--- config.mk ---
export PLATFORM = sky130hd
export DESIGN_NAME = shared_bus_receiver_flat
export DESIGN_NICKNAME = d
export VERILOG_FILES = /design/src/rtl/bus_pkg.sv /design/src/rtl/shared_bus_receiver_if.sv /design/src/rtl/bus_rx_fifo.sv /design/src/rtl/shared_bus_receiver.sv /design/src/flat_wrapper.sv
export SDC_FILE = /design/constraint.sdc
export NUM_CORES = 1
export LEC_CHECK = 0
export BUFFER_PORTS_ARGS = -buffer_cell sky130_fd_sc_hd__buf_2
export CAP_MARGIN = 25
export CORE_UTILIZATION = 51
export CTS_BUF_LIST = sky130_fd_sc_hd__clkbuf_4 sky130_fd_sc_hd__clkbuf_8 sky130_fd_sc_hd__clkbuf_16
export DETAILED_ROUTE_END_ITERATION = 8
export PLACE_DENSITY_LB_ADDON = 0.2
export REMOVE_ABC_BUFFERS = 1
export SYNTH_ARGS = -nofsm -noshare
export SYNTH_HDL_FRONTEND = slang
export SYNTH_SLANG_ARGS = --single-unit
--- constraint.sdc ---
create_clock -name clk -period 2.05 [get_ports clk]
set_clock_uncertainty 0.15 [all_clocks]
set_input_delay 0.41 -clock clk [delete_from_list [all_inputs] [get_ports clk]]
set_output_delay 0.41 -clock clk [all_outputs]
set_load 0.02 [all_outputs]
--- src/rtl/bus_pkg.sv ---
// Shared definitions for the multiplexed tri-state bus: FSM encoding, source tags
// and the default bus width used by both the driver and the receiver.
package bus_pkg;

    localparam int BUS_DATA_W = 8;

    typedef enum logic [1:0] {
        ST_IDLE     = 2'd0,
        ST_RECV     = 2'd1,
        ST_CONFLICT = 2'd2
    } bus_state_e;

    localparam logic SRC_A = 1'b0;
    localparam logic SRC_B = 1'b1;

endpackage

--- src/rtl/shared_bus_receiver_if.sv ---
// Bus-side, consumer-side and debug signals of the shared bus receiver.
// The slave modport is the receiver's view; master is the environment's view.
interface shared_bus_receiver_if #(
    parameter int DATA_W = bus_pkg::BUS_DATA_W,
    parameter int CNT_W  = 8
);
    logic [DATA_W-1:0] bus_data;
    logic              en_a;
    logic              en_b;
    logic              rd_ready;
    logic              clear_stats;
    logic              rd_valid;
    logic [DATA_W-1:0] rd_data;
    logic              rd_src;
    logic              full;
    logic [1:0]        bus_state;
    logic [CNT_W-1:0]  conflict_cnt;
    logic [CNT_W-1:0]  overflow_cnt;

    modport slave (
        input  bus_data, en_a, en_b, rd_ready, clear_stats,
        output rd_valid, rd_data, rd_src, full, bus_state, conflict_cnt, overflow_cnt
    );

    modport master (
        output bus_data, en_a, en_b, rd_ready, clear_stats,
        input  rd_valid, rd_data, rd_src, full, bus_state, conflict_cnt, overflow_cnt
    );
endinterface

--- src/rtl/bus_rx_fifo.sv ---
// Synchronous FIFO with extra-MSB pointers; head word is read combinationally.
// Storage is reset so the head output is never X, even while empty.
module bus_rx_fifo #(
    parameter int W     = 9,
    parameter int DEPTH = 4
) (
    input  logic         clk,
    input  logic         rst_n,
    input  logic         push,
    input  logic         pop,
    input  logic [W-1:0] wdata,
    output logic [W-1:0] rdata,
    output logic         full,
    output logic         empty
);
    localparam int AW = $clog2(DEPTH);
    localparam logic [AW:0] PTR_ONE = 1;

    logic [W-1:0] mem [DEPTH];
    logic [AW:0]  wr_ptr;
    logic [AW:0]  rd_ptr;
    logic         do_push;
    logic         do_pop;

    assign empty   = (wr_ptr == rd_ptr);
    assign full    = (wr_ptr[AW] != rd_ptr[AW]) && (wr_ptr[AW-1:0] == rd_ptr[AW-1:0]);
    assign do_pop  = pop && !empty;
    assign do_push = push && (!full || do_pop);
    assign rdata   = mem[rd_ptr[AW-1:0]];

    always_ff @(posedge clk or negedge rst_n) begin
        if (!rst_n) begin
            wr_ptr <= '0;
            rd_ptr <= '0;
            for (int i = 0; i < DEPTH; i++) mem[i] <= '0;
        end else begin
            if (do_push) begin
                mem[wr_ptr[AW-1:0]] <= wdata;
                wr_ptr              <= wr_ptr + PTR_ONE;
            end
            if (do_pop) rd_ptr <= rd_ptr + PTR_ONE;
        end
    end

endmodule

--- src/rtl/shared_bus_receiver.sv ---
// Receiver for the shared A/B tri-state bus: captures single-driver cycles into a
// source-tagged FIFO and tracks bus conflicts and dropped words.
module shared_bus_receiver
    import bus_pkg::*;
#(
    parameter int DATA_W = BUS_DATA_W,
    parameter int DEPTH  = 4,
    parameter int CNT_W  = 8
) (
    input  logic                  clk,
    input  logic                  rst_n,
    shared_bus_receiver_if.slave  bus
);
    localparam logic [CNT_W-1:0] CNT_ONE = 1;
    localparam logic [CNT_W-1:0] CNT_MAX = '1;

    bus_state_e        state, state_nxt;
    logic              capture;
    logic              pop;
    logic              push_ok;
    logic              drop;
    logic              conflict_entry;
    logic              fifo_full;
    logic              fifo_empty;
    logic [DATA_W:0]   head;
    logic [CNT_W-1:0]  conflict_cnt;
    logic [CNT_W-1:0]  overflow_cnt;

    always_ff @(posedge clk or negedge rst_n) begin
        if (!rst_n) state <= ST_IDLE;
        else        state <= state_nxt;
    end

    // Once in CONFLICT, only a fully idle bus lets the receiver start over.
    always_comb begin
        state_nxt = ST_IDLE;
        case (state)
            ST_IDLE, ST_RECV: begin
                if (bus.en_a && bus.en_b)      state_nxt = ST_CONFLICT;
                else if (bus.en_a ^ bus.en_b)  state_nxt = ST_RECV;
                else                           state_nxt = ST_IDLE;
            end
            ST_CONFLICT: begin
                if (!bus.en_a && !bus.en_b)    state_nxt = ST_IDLE;
                else                           state_nxt = ST_CONFLICT;
            end
            default:                           state_nxt = ST_IDLE;
        endcase
    end

    assign conflict_entry = (state_nxt == ST_CONFLICT) && (state != ST_CONFLICT);
    assign capture        = (bus.en_a ^ bus.en_b) && (state != ST_CONFLICT);
    assign pop            = !fifo_empty && bus.rd_ready;
    assign push_ok        = capture && (!fifo_full || pop);
    assign drop           = capture && fifo_full && !pop;

    bus_rx_fifo #(
        .W     (DATA_W + 1),
        .DEPTH (DEPTH)
    ) u_fifo (
        .clk   (clk),
        .rst_n (rst_n),
        .push  (push_ok),
        .pop   (pop),
        .wdata ({bus.en_b, bus.bus_data}),
        .rdata (head),
        .full  (fifo_full),
        .empty (fifo_empty)
    );

    always_ff @(posedge clk or negedge rst_n) begin
        if (!rst_n) begin
            conflict_cnt <= '0;
            overflow_cnt <= '0;
        end else if (bus.clear_stats) begin
            conflict_cnt <= '0;
            overflow_cnt <= '0;
        end else begin
            if (conflict_entry && conflict_cnt != CNT_MAX) conflict_cnt <= conflict_cnt + CNT_ONE;
            if (drop && overflow_cnt != CNT_MAX)           overflow_cnt <= overflow_cnt + CNT_ONE;
        end
    end

    assign bus.rd_valid     = !fifo_empty;
    assign bus.rd_data      = head[DATA_W-1:0];
    assign bus.rd_src       = head[DATA_W];
    assign bus.full         = fifo_full;
    assign bus.bus_state    = state;
    assign bus.conflict_cnt = conflict_cnt;
    assign bus.overflow_cnt = overflow_cnt;

endmodule

--- src/flat_wrapper.sv ---
// flat-port wrapper written by rule: the top's interface ports become plain ports
module shared_bus_receiver_flat import bus_pkg::*;
#(
    parameter int DATA_W = BUS_DATA_W,
    parameter int DEPTH  = 4,
    parameter int CNT_W  = 8
)
  (clk, rst_n, bus_bus_data, bus_en_a, bus_en_b, bus_rd_ready, bus_clear_stats, bus_rd_valid, bus_rd_data, bus_rd_src, bus_full, bus_bus_state, bus_conflict_cnt, bus_overflow_cnt);
  shared_bus_receiver_if #(.DATA_W(DATA_W), .CNT_W(CNT_W)) bus_i ();
  input  logic clk;
  input  logic rst_n;
  input wire logic [$bits(bus_i.bus_data)-1:0] bus_bus_data;
  input wire logic [$bits(bus_i.en_a)-1:0] bus_en_a;
  input wire logic [$bits(bus_i.en_b)-1:0] bus_en_b;
  input wire logic [$bits(bus_i.rd_ready)-1:0] bus_rd_ready;
  input wire logic [$bits(bus_i.clear_stats)-1:0] bus_clear_stats;
  output wire logic [$bits(bus_i.rd_valid)-1:0] bus_rd_valid;
  output wire logic [$bits(bus_i.rd_data)-1:0] bus_rd_data;
  output wire logic [$bits(bus_i.rd_src)-1:0] bus_rd_src;
  output wire logic [$bits(bus_i.full)-1:0] bus_full;
  output wire logic [$bits(bus_i.bus_state)-1:0] bus_bus_state;
  output wire logic [$bits(bus_i.conflict_cnt)-1:0] bus_conflict_cnt;
  output wire logic [$bits(bus_i.overflow_cnt)-1:0] bus_overflow_cnt;
  assign bus_i.bus_data = bus_bus_data;
  assign bus_i.en_a = bus_en_a;
  assign bus_i.en_b = bus_en_b;
  assign bus_i.rd_ready = bus_rd_ready;
  assign bus_i.clear_stats = bus_clear_stats;
  assign bus_rd_valid = bus_i.rd_valid;
  assign bus_rd_data = bus_i.rd_data;
  assign bus_rd_src = bus_i.rd_src;
  assign bus_full = bus_i.full;
  assign bus_bus_state = bus_i.bus_state;
  assign bus_conflict_cnt = bus_i.conflict_cnt;
  assign bus_overflow_cnt = bus_i.overflow_cnt;
  shared_bus_receiver #(.DATA_W(DATA_W), .DEPTH(DEPTH), .CNT_W(CNT_W)) u_core (.clk(clk), .rst_n(rst_n), .bus(bus_i));
endmodule
==> impl_metrics.csv, run 1 <==
group,metric,value,unit
run_status,status,"finished with violations",
run_status,violations,"negative setup slack",
power_and_ir_drop,power.share.clock,0.178,
finish,instances_no_fill,370,
global_routing,grt_max_degree,61,
setup_path,required,1.49,ns
clock_network,cts_buffer_depth,2,
finish,drive_gt1_frac,0.500,
place,portBuffers,42,
route,final_antenna_net_count,0,
power_and_ir_drop,switchingPower,1.83,mW
logic_synthesis,synth_top_area_frac,0.515,
setup_path,critPathCaptureType,"output port",
clock_network,htreeDepth,3,
power_and_ir_drop,p_comb_frac,0.480,
route,wl_per_cell,14.9,microns
logic_synthesis,yosysWarnings,0,
route,vias_per_cell,5.34,
route,num_vias,1977,
power_and_ir_drop,switching_share,0.331,
place,place_area,0.00335,sq mm
timing,max_clock_freq,470,MHz
logic_synthesis,synthFlopType,"dfrtp_1",
setup_path,crit_path_end,"bus_rd_src",
power_and_ir_drop,power.total,5.51,mW
clock_network,cts_sinks,60,
logic_synthesis,synth.area.top_cells,"dfrtp_1 51%, mux2_2 16%, mux4_2 6.9%, ha_1 3.9%, xnor2_1 2.1%",
finish,layout_commonest_cell,"dfrtp_1",
place,place_ws,-0.0711,ns
setup_path,criticalPathCategory,"reg2out",
die,num_rows,27,
logic_synthesis,synth_edf_count,0,
power_and_ir_drop,seqPwrFrac,0.341,
setup_path,crit_fanout,5,
place,gp_congestion,0.740,
global_routing,grt.total_usage,0.202,
finish,finish.utilization,0.681,
timing,setup_viol,10,
flow_run,cap_violations,0,
setup_path,cp-start-kind,"register",
logic_synthesis,synth_cells,220,
global_routing,grt_pass1_vias,1983,
timing,timing.slew.headroom,0.752,
die,die_h,77.6,microns
place,place_hpwl,3.64,mm
logic_synthesis,yosys.area.top_type,"dfrtp_1",
timing,finalCriticalPeriod,2.13,ns
finish,syn_to_final_growth,28.7,%
setup_path,ff2ff_setup_slack,0.05,ns
finish,final_cell_mix,"59 x dfrtp_1, 39 x mux2_2, 32 x buf_2",
finish,antenna_cells,0,
worst_hold_path,min_from,"bus_bus_data[0]",
die,die_area,0.00602,sq mm
timing,drv_slew,0,
clock_network,cts_tree,"built",
logic_synthesis,async_reset_ff_frac,1.00,
global_routing,antenna_found_initial,0,
global_routing,grt_first_pass_wirelength,9.30,mm
timing,hold_viol,0,
clock_network,worstSkewPairLatency,0.32,ns
place,placed_cells,348,
die,die_w,77.6,microns
setup_path,cp-startpoint,"u_core.u_fifo.rd_ptr[0]",
power_and_ir_drop,peakVddDrop,1.17,mV
die,core,0.00551,sq mm
route,drt_iter0_drc,73,
timing,period_share,1.04,
power_and_ir_drop,p_leak,1.72,nW
worst_hold_path,hold_path_class,"in2reg",
logic_synthesis,postSynthAreaPerCell,13.3,sq um
route,dr.pass1.iters,4,
timing,grt_setup_unrepaired,"true",
setup_path,worstPathArrival,1.57,ns
logic_synthesis,synth_cell_type_count,35,
finish,final_design_area_no_fill,0.00375,sq mm
setup_path,reg2reg_from,"u_core.u_fifo.rd_ptr[0]",
die,num_io_pins,43,
route,wl,5.52,mm
die,initial_core_util,0.530,
clock_network,cts_root_buffer,"clkbuf_8",
clock_network,cts_inserted_buffers,9,
setup_path,rr_endpoint,"u_core.bus.overflow_cnt[3]",
power_and_ir_drop,internal_power,3.69,mW
clock_network,clk_pin_slew,0.07,ns
power_and_ir_drop,power-per-cell-area,1470,mW/mm^2
route,drc,0,
setup_path,r2r_cells,6,
finish,fin_nets,316,
timing,fin_ws,-0.0770,ns
logic_synthesis,synth_seq_area_share,0.515,
timing,tightest_slew,0.368,ns
logic_synthesis,ys_ff_latch,60,
logic_synthesis,netlist_area,0.00292,sq mm
global_routing,grt_overflow,0,
## per-stage QoR
stage	hold slack, ns	TNS (ns)
after floorplan	-0.0356	-19.23
after global placement	0.294	0
after detailed placement	0.289	-0.541
after CTS	0.198	-0.609
after global routing	0.214	-1.77
final	0.207	-0.598
## cell type report
class	count	area, sq um
inverters	9	33.8
repair buffers	70	536
flip-flops and latches	60	1500
fillers	415	1750
clock inverters	4	22.5
clock buffers	12	165
well taps	72	90.1
multi-input cells	143	1400
## worst min-delay path by stage
| stage | depth (start not counted) | slack, ns | end |
|---|---|---|---|
| finish | 2 | 0.21 | u_core.u_fifo.mem[27] |
| global route | 2 | 0.21 | u_core.u_fifo.mem[31] |
| CTS | 2 | 0.20 | u_core.u_fifo.mem[27] |
| detailed placement | 2 | 0.29 | u_core.u_fifo.mem[32] |
| global placement | 2 | 0.29 | u_core.u_fifo.mem[7] |
| floorplan | 0 | -0.04 | u_core.bus.bus_state[0] |
## critical path, stage by stage (launching register included)
cell	delay, ns
dfrtp_2	0.43
buf_12	0.14
mux4_2	0.50
buf_2	0.18
## Yosys cell counts (2+ instances only)
master,number
dfrtp_1,60
o31ai_1,3
o211ai_1,2
or3_1,3
clkbuf_1,4
mux2_2,41
buf_6,2
mux4_2,9
xor2_1,4
xnor2_1,7
or4_1,3
ha_1,9
nor2_1,11
nor2b_1,3
mux2i_1,2
and2_1,2
inv_1,9
o21ai_0,4
a21oi_1,6
nand3_1,7
nand2_1,6
buf_2,2
nand3_2,4
nand4_1,6
## logic make-up after synthesis
| kind of cell | share of synthesized area |
|---|---|
| xor gates and xnor gates | 0.0330 |
| buffers and inverters | 0.0279 |
| adders and majority gates | 0.0386 |
| DFF | 0.515 |
| muxes | 0.235 |
| and+or+nand+nor | 0.113 |
| AOI/OAI and AO/OA | 0.0378 |
## what timing repair did
action	in CTS	in global routing
resized for setup	6	31
buffers inserted	2	2
pin swaps	0	2
hold buffers	1	0
endpoints found under the hold margin	60	0
setup endpoints to repair	9	17
gates cloned	0	1
## flip-flops by register name, indices dropped and copies added (netlist names)
signal	flops
u_core.bus.overflow_cnt	8
u_core.bus.bus_state	2
u_core.u_fifo.mem	36
u_core.bus.conflict_cnt	8
u_core.u_fifo.wr_ptr	3
u_core.u_fifo.rd_ptr	3
## power groups by stage
| stage | clock network, mW | registers [mW] | logic, mW |
|---|---|---|---|
| after CTS | 1.01 | 1.85 | 2.25 |
| final | 0.984 | 1.88 | 2.65 |
| after global routing | 1.04 | 1.93 | 2.84 |
| after detailed placement | 0 | 1.87 | 2.15 |
| after global placement | 0 | 1.85 | 2.11 |
| after floorplan | 0 | 1.90 | 1.43 |
## metal layers
layer / up-vias / track usage / wire [microns]
li1: 949 / - / -
met1: 994 / 0.285 / 2670
met2: 26 / 0.301 / 2640
met3: 8 / 0.0341 / 134
met4: 0 / 0.100 / 78
met5: - / 0 / 0
Note: power is estimated with default switching activity, not from simulation.
==> run 2: changes to the inputs <==
--- a/config.mk
+++ b/config.mk
@@ -7,11 +7,12 @@
 export LEC_CHECK = 0
 export BUFFER_PORTS_ARGS = -buffer_cell sky130_fd_sc_hd__buf_2
 export CAP_MARGIN = 25
-export CORE_UTILIZATION = 51
+export CORE_UTILIZATION = 52
 export CTS_BUF_LIST = sky130_fd_sc_hd__clkbuf_4 sky130_fd_sc_hd__clkbuf_8 sky130_fd_sc_hd__clkbuf_16
 export DETAILED_ROUTE_END_ITERATION = 8
 export PLACE_DENSITY_LB_ADDON = 0.2
 export REMOVE_ABC_BUFFERS = 1
 export SYNTH_ARGS = -nofsm -noshare
 export SYNTH_HDL_FRONTEND = slang
+export SYNTH_HIERARCHICAL = 1
 export SYNTH_SLANG_ARGS = --single-unit
==> run 2 against run 1 <==
Against the previous run:
- the run still ends with negative setup slack left
- setup slack worse by 0.21 ns
- synthesized area is 7.4% higher
- register-to-register slack worse by 0.34 ns
- fmax is 9.1% lower
- flip-flop and latch count stayed put
- critical path depth is 5 higher
- highest routed layer unchanged
- design area is 17% higher
==> impl_metrics.csv, run 2 <==
group,metric,value,unit
run_status,status,"finished with violations",
run_status,violations,"negative setup slack",
logic_synthesis,synth.area.top_cells,"dfrtp_1 48%, mux2_2 14%, mux4_2 6.5%, ha_1 3.6%, o41ai_4 3.5%",
logic_synthesis,async_reset_ff_frac,1.00,
finish,top_regs,"u_core/u_fifo/mem: 36 flops, u_core/bus.conflict_cnt: 8 flops, u_core/bus.overflow_cnt: 8 flops",
worst_hold_path,worstHoldEndpoint,"u_core/u_fifo/mem[33]",
timing,timing.slew.headroom,0.581,
global_routing,grt_overflow,0,
route,wl_per_cell,18.5,microns
clock_network,cts_buffer_depth,2,
global_routing,grt_max_degree,61,
logic_synthesis,synthTopCellsByCount,"60 x dfrtp_1, 38 x mux2_2, 10 x a21oi_1, 10 x inv_1",
global_routing,grt_first_pass_wirelength,10.8,mm
place,place_area,0.00363,sq mm
place,place_hpwl,4.17,mm
finish,max_flop_register,"u_core/u_fifo/mem",
die,die_w,79.6,microns
flow_run,cap_violations,0,
setup_path,required,2.12,ns
finish,fin_nets,349,
finish,layout_commonest_cell,"dfrtp_1",
timing,fin_ws,-0.289,ns
global_routing,grt_pass1_vias,2185,
logic_synthesis,ys_ff_latch,60,
finish,final_cell_mix,"59 x dfrtp_1, 31 x buf_2, 26 x mux2_4",
global_routing,antenna_found_initial,0,
timing,hold_viol,0,
setup_path,cp-start-kind,"register",
die,num_io_pins,43,
finish,antenna_cells,0,
power_and_ir_drop,peakVddDrop,1.24,mV
logic_synthesis,yosysMostFrequentCell,"dfrtp_1",
place,gp_congestion,0.815,
route,drc,0,
setup_path,ff2ff_setup_slack,-0.29,ns
power_and_ir_drop,power-per-cell-area,1670,mW/mm^2
die,die_h,79.6,microns
setup_path,crit_fanout,4,
clock_network,htreeDepth,3,
timing,grt_setup_unrepaired,"true",
route,wl,7.45,mm
worst_hold_path,min_from,"bus_bus_data[6]",
logic_synthesis,synth_cells,235,
finish,largest_reg_flops,36,
clock_network,cts_inserted_buffers,9,
clock_network,cts_sinks,60,
clock_network,cts_tree,"built",
logic_synthesis,synth_seq_area_share,0.479,
global_routing,grt.total_usage,0.230,
place,portBuffers,42,
timing,period_share,1.14,
logic_synthesis,synthFlopType,"dfrtp_1",
finish,regArea,0.00150,sq mm
die,initial_core_util,0.555,
logic_synthesis,yosys.area.top_type,"dfrtp_1",
timing,tightest_slew,0.626,ns
route,final_antenna_net_count,0,
setup_path,reg2reg_from,"u_core/u_fifo/wr_ptr[2]",
logic_synthesis,synth_top_area_frac,0.479,
clock_network,worstSkewPairLatency,0.34,ns
clock_network,clk_pin_slew,0.07,ns
worst_hold_path,hold_path_depth,2,
die,core,0.00564,sq mm
timing,setup_viol,58,
setup_path,max_stage_delay,0.41,ns
logic_synthesis,synth_cell_type_count,46,
power_and_ir_drop,p_leak,2.00,nW
finish,drive_gt1_frac,0.552,
setup_path,worstPathArrival,2.41,ns
finish,final_design_area_no_fill,0.00439,sq mm
worst_hold_path,hold_path_class,"in2reg",
logic_synthesis,netlist_area,0.00313,sq mm
die,die_area,0.00634,sq mm
route,drt_iter0_drc,142,
route,num_vias,2308,
setup_path,criticalPathCategory,"reg2reg",
timing,finalCriticalPeriod,2.34,ns
setup_path,cpMaxStageDelayCell,"dfrtp_1",
timing,drv_slew,0,
timing,max_clock_freq,428,MHz
finish,instances_no_fill,402,
logic_synthesis,postSynthAreaPerCell,13.3,sq um
place,placed_cells,372,
finish,multi_input_area,0.00178,sq mm
die,num_rows,27,
setup_path,rr_endpoint,"u_core/u_fifo/mem[0]",
setup_path,path_cells,"xor2_2 -> nor3_2 -> nand2b_4 -> clkinvlp_4 -> buf_12 -> o41ai_4 -> buf_4 -> mux2_4",
route,dr.pass1.iters,4,
setup_path,r2r_cells,8,
finish,nFillCells,329,
place,place_ws,-0.392,ns
logic_synthesis,yosysWarnings,6,
setup_path,critPathCaptureType,"register",
finish,syn_to_final_growth,40.2,%
route,vias_per_cell,5.74,
logic_synthesis,synth_edf_count,0,
clock_network,cts_root_buffer,"clkbuf_8",
run 2: final cells by class:
class,count,share of cell area
Clock inverter,4,0.0222
Sequential cell,60,0.342
Timing Repair Buffer,87,0.168
Multi-Input combinational cell,158,0.404
Clock buffer,11,0.0330
Tap cell,72,0.0205
Inverter,10,0.00940
run 2: cell families after synthesis:
kind of cell	share of synthesized area
AOI/OAI and AO/OA	0.107
buffers and inverters	0.0324
muxes	0.205
xor gates and xnor gates	0.0300
adders and majority gates	0.0360
DFF	0.479
and+or+nand+nor	0.111
run 2: power breakdown:
group          internal, mW  switching [mW]
Combinational          2.27            1.83
Sequential             1.63           0.284
Clock                 0.848           0.467
Total                  4.75            2.58
run 2: how the worst max path moves through the flow:
stage | slack, ns | cells past startpoint | from | to
finish | -0.29 | 8 | u_core/u_fifo/wr_ptr[2] | u_core/u_fifo/mem[0]
global route | -0.38 | 8 | u_core/u_fifo/rd_ptr[0] | u_core/u_fifo/mem[0]
CTS | -0.24 | 8 | u_core/u_fifo/rd_ptr[2] | u_core/u_fifo/mem[1]
detailed placement | -0.39 | 7 | u_core/u_fifo/rd_ptr[0] | u_core/u_fifo/mem[12]
global placement | -0.30 | 8 | u_core/u_fifo/rd_ptr[0] | u_core/u_fifo/mem[3]
floorplan | -1.12 | 6 | u_core/u_fifo/rd_ptr[1] | u_core/u_fifo/mem[0]
run 2: worst max-delay path: cells and delay by family, from the launching register on:
kind                   cells  cell delay (ns)
AO/OA/AOI/OAI              1             0.25
XOR/XNOR                   1             0.19
buffers and inverters      3             0.51
flip-flops                 1             0.41
multiplexers               1             0.31
AND/OR/NAND/NOR            2             0.40
run 2: per-layer routing:
metal	share of wire	routed length [microns]	track usage
met1	0.47	3510	0.325
met2	0.48	3550	0.344
met3	0.034	256	0.0571
met4	0.018	134	0.0818
met5	0	0	0
run 2: timing repair:
| action | CTS | global route |
|---|---|---|
| hold endpoints to repair | 60 | 0 |
| cloned | 1 | 1 |
| setup buffers | 9 | 6 |
| gates resized for setup | 26 | 67 |
| pin swaps | 17 | 6 |
| setup endpoints to repair | 59 | 59 |
| hold buffers | 1 | 0 |
run 2: through the flow:
| step | TNS, ns | hold WS (ns) | utilization | power [mW] |
|---|---|---|---|---|
| after floorplan | -52.77 | -0.0356 | - | 3.70 |
| after global placement | -12.56 | 0.292 | 0.643 | 4.62 |
| after global routing | -16.89 | 0.200 | 0.778 | 7.68 |
| after detailed placement | -15.84 | 0.291 | 0.643 | 4.70 |
| after CTS | -11.50 | 0.185 | 0.726 | 6.49 |
| final | -12.21 | 0.192 | 0.778 | 7.33 |
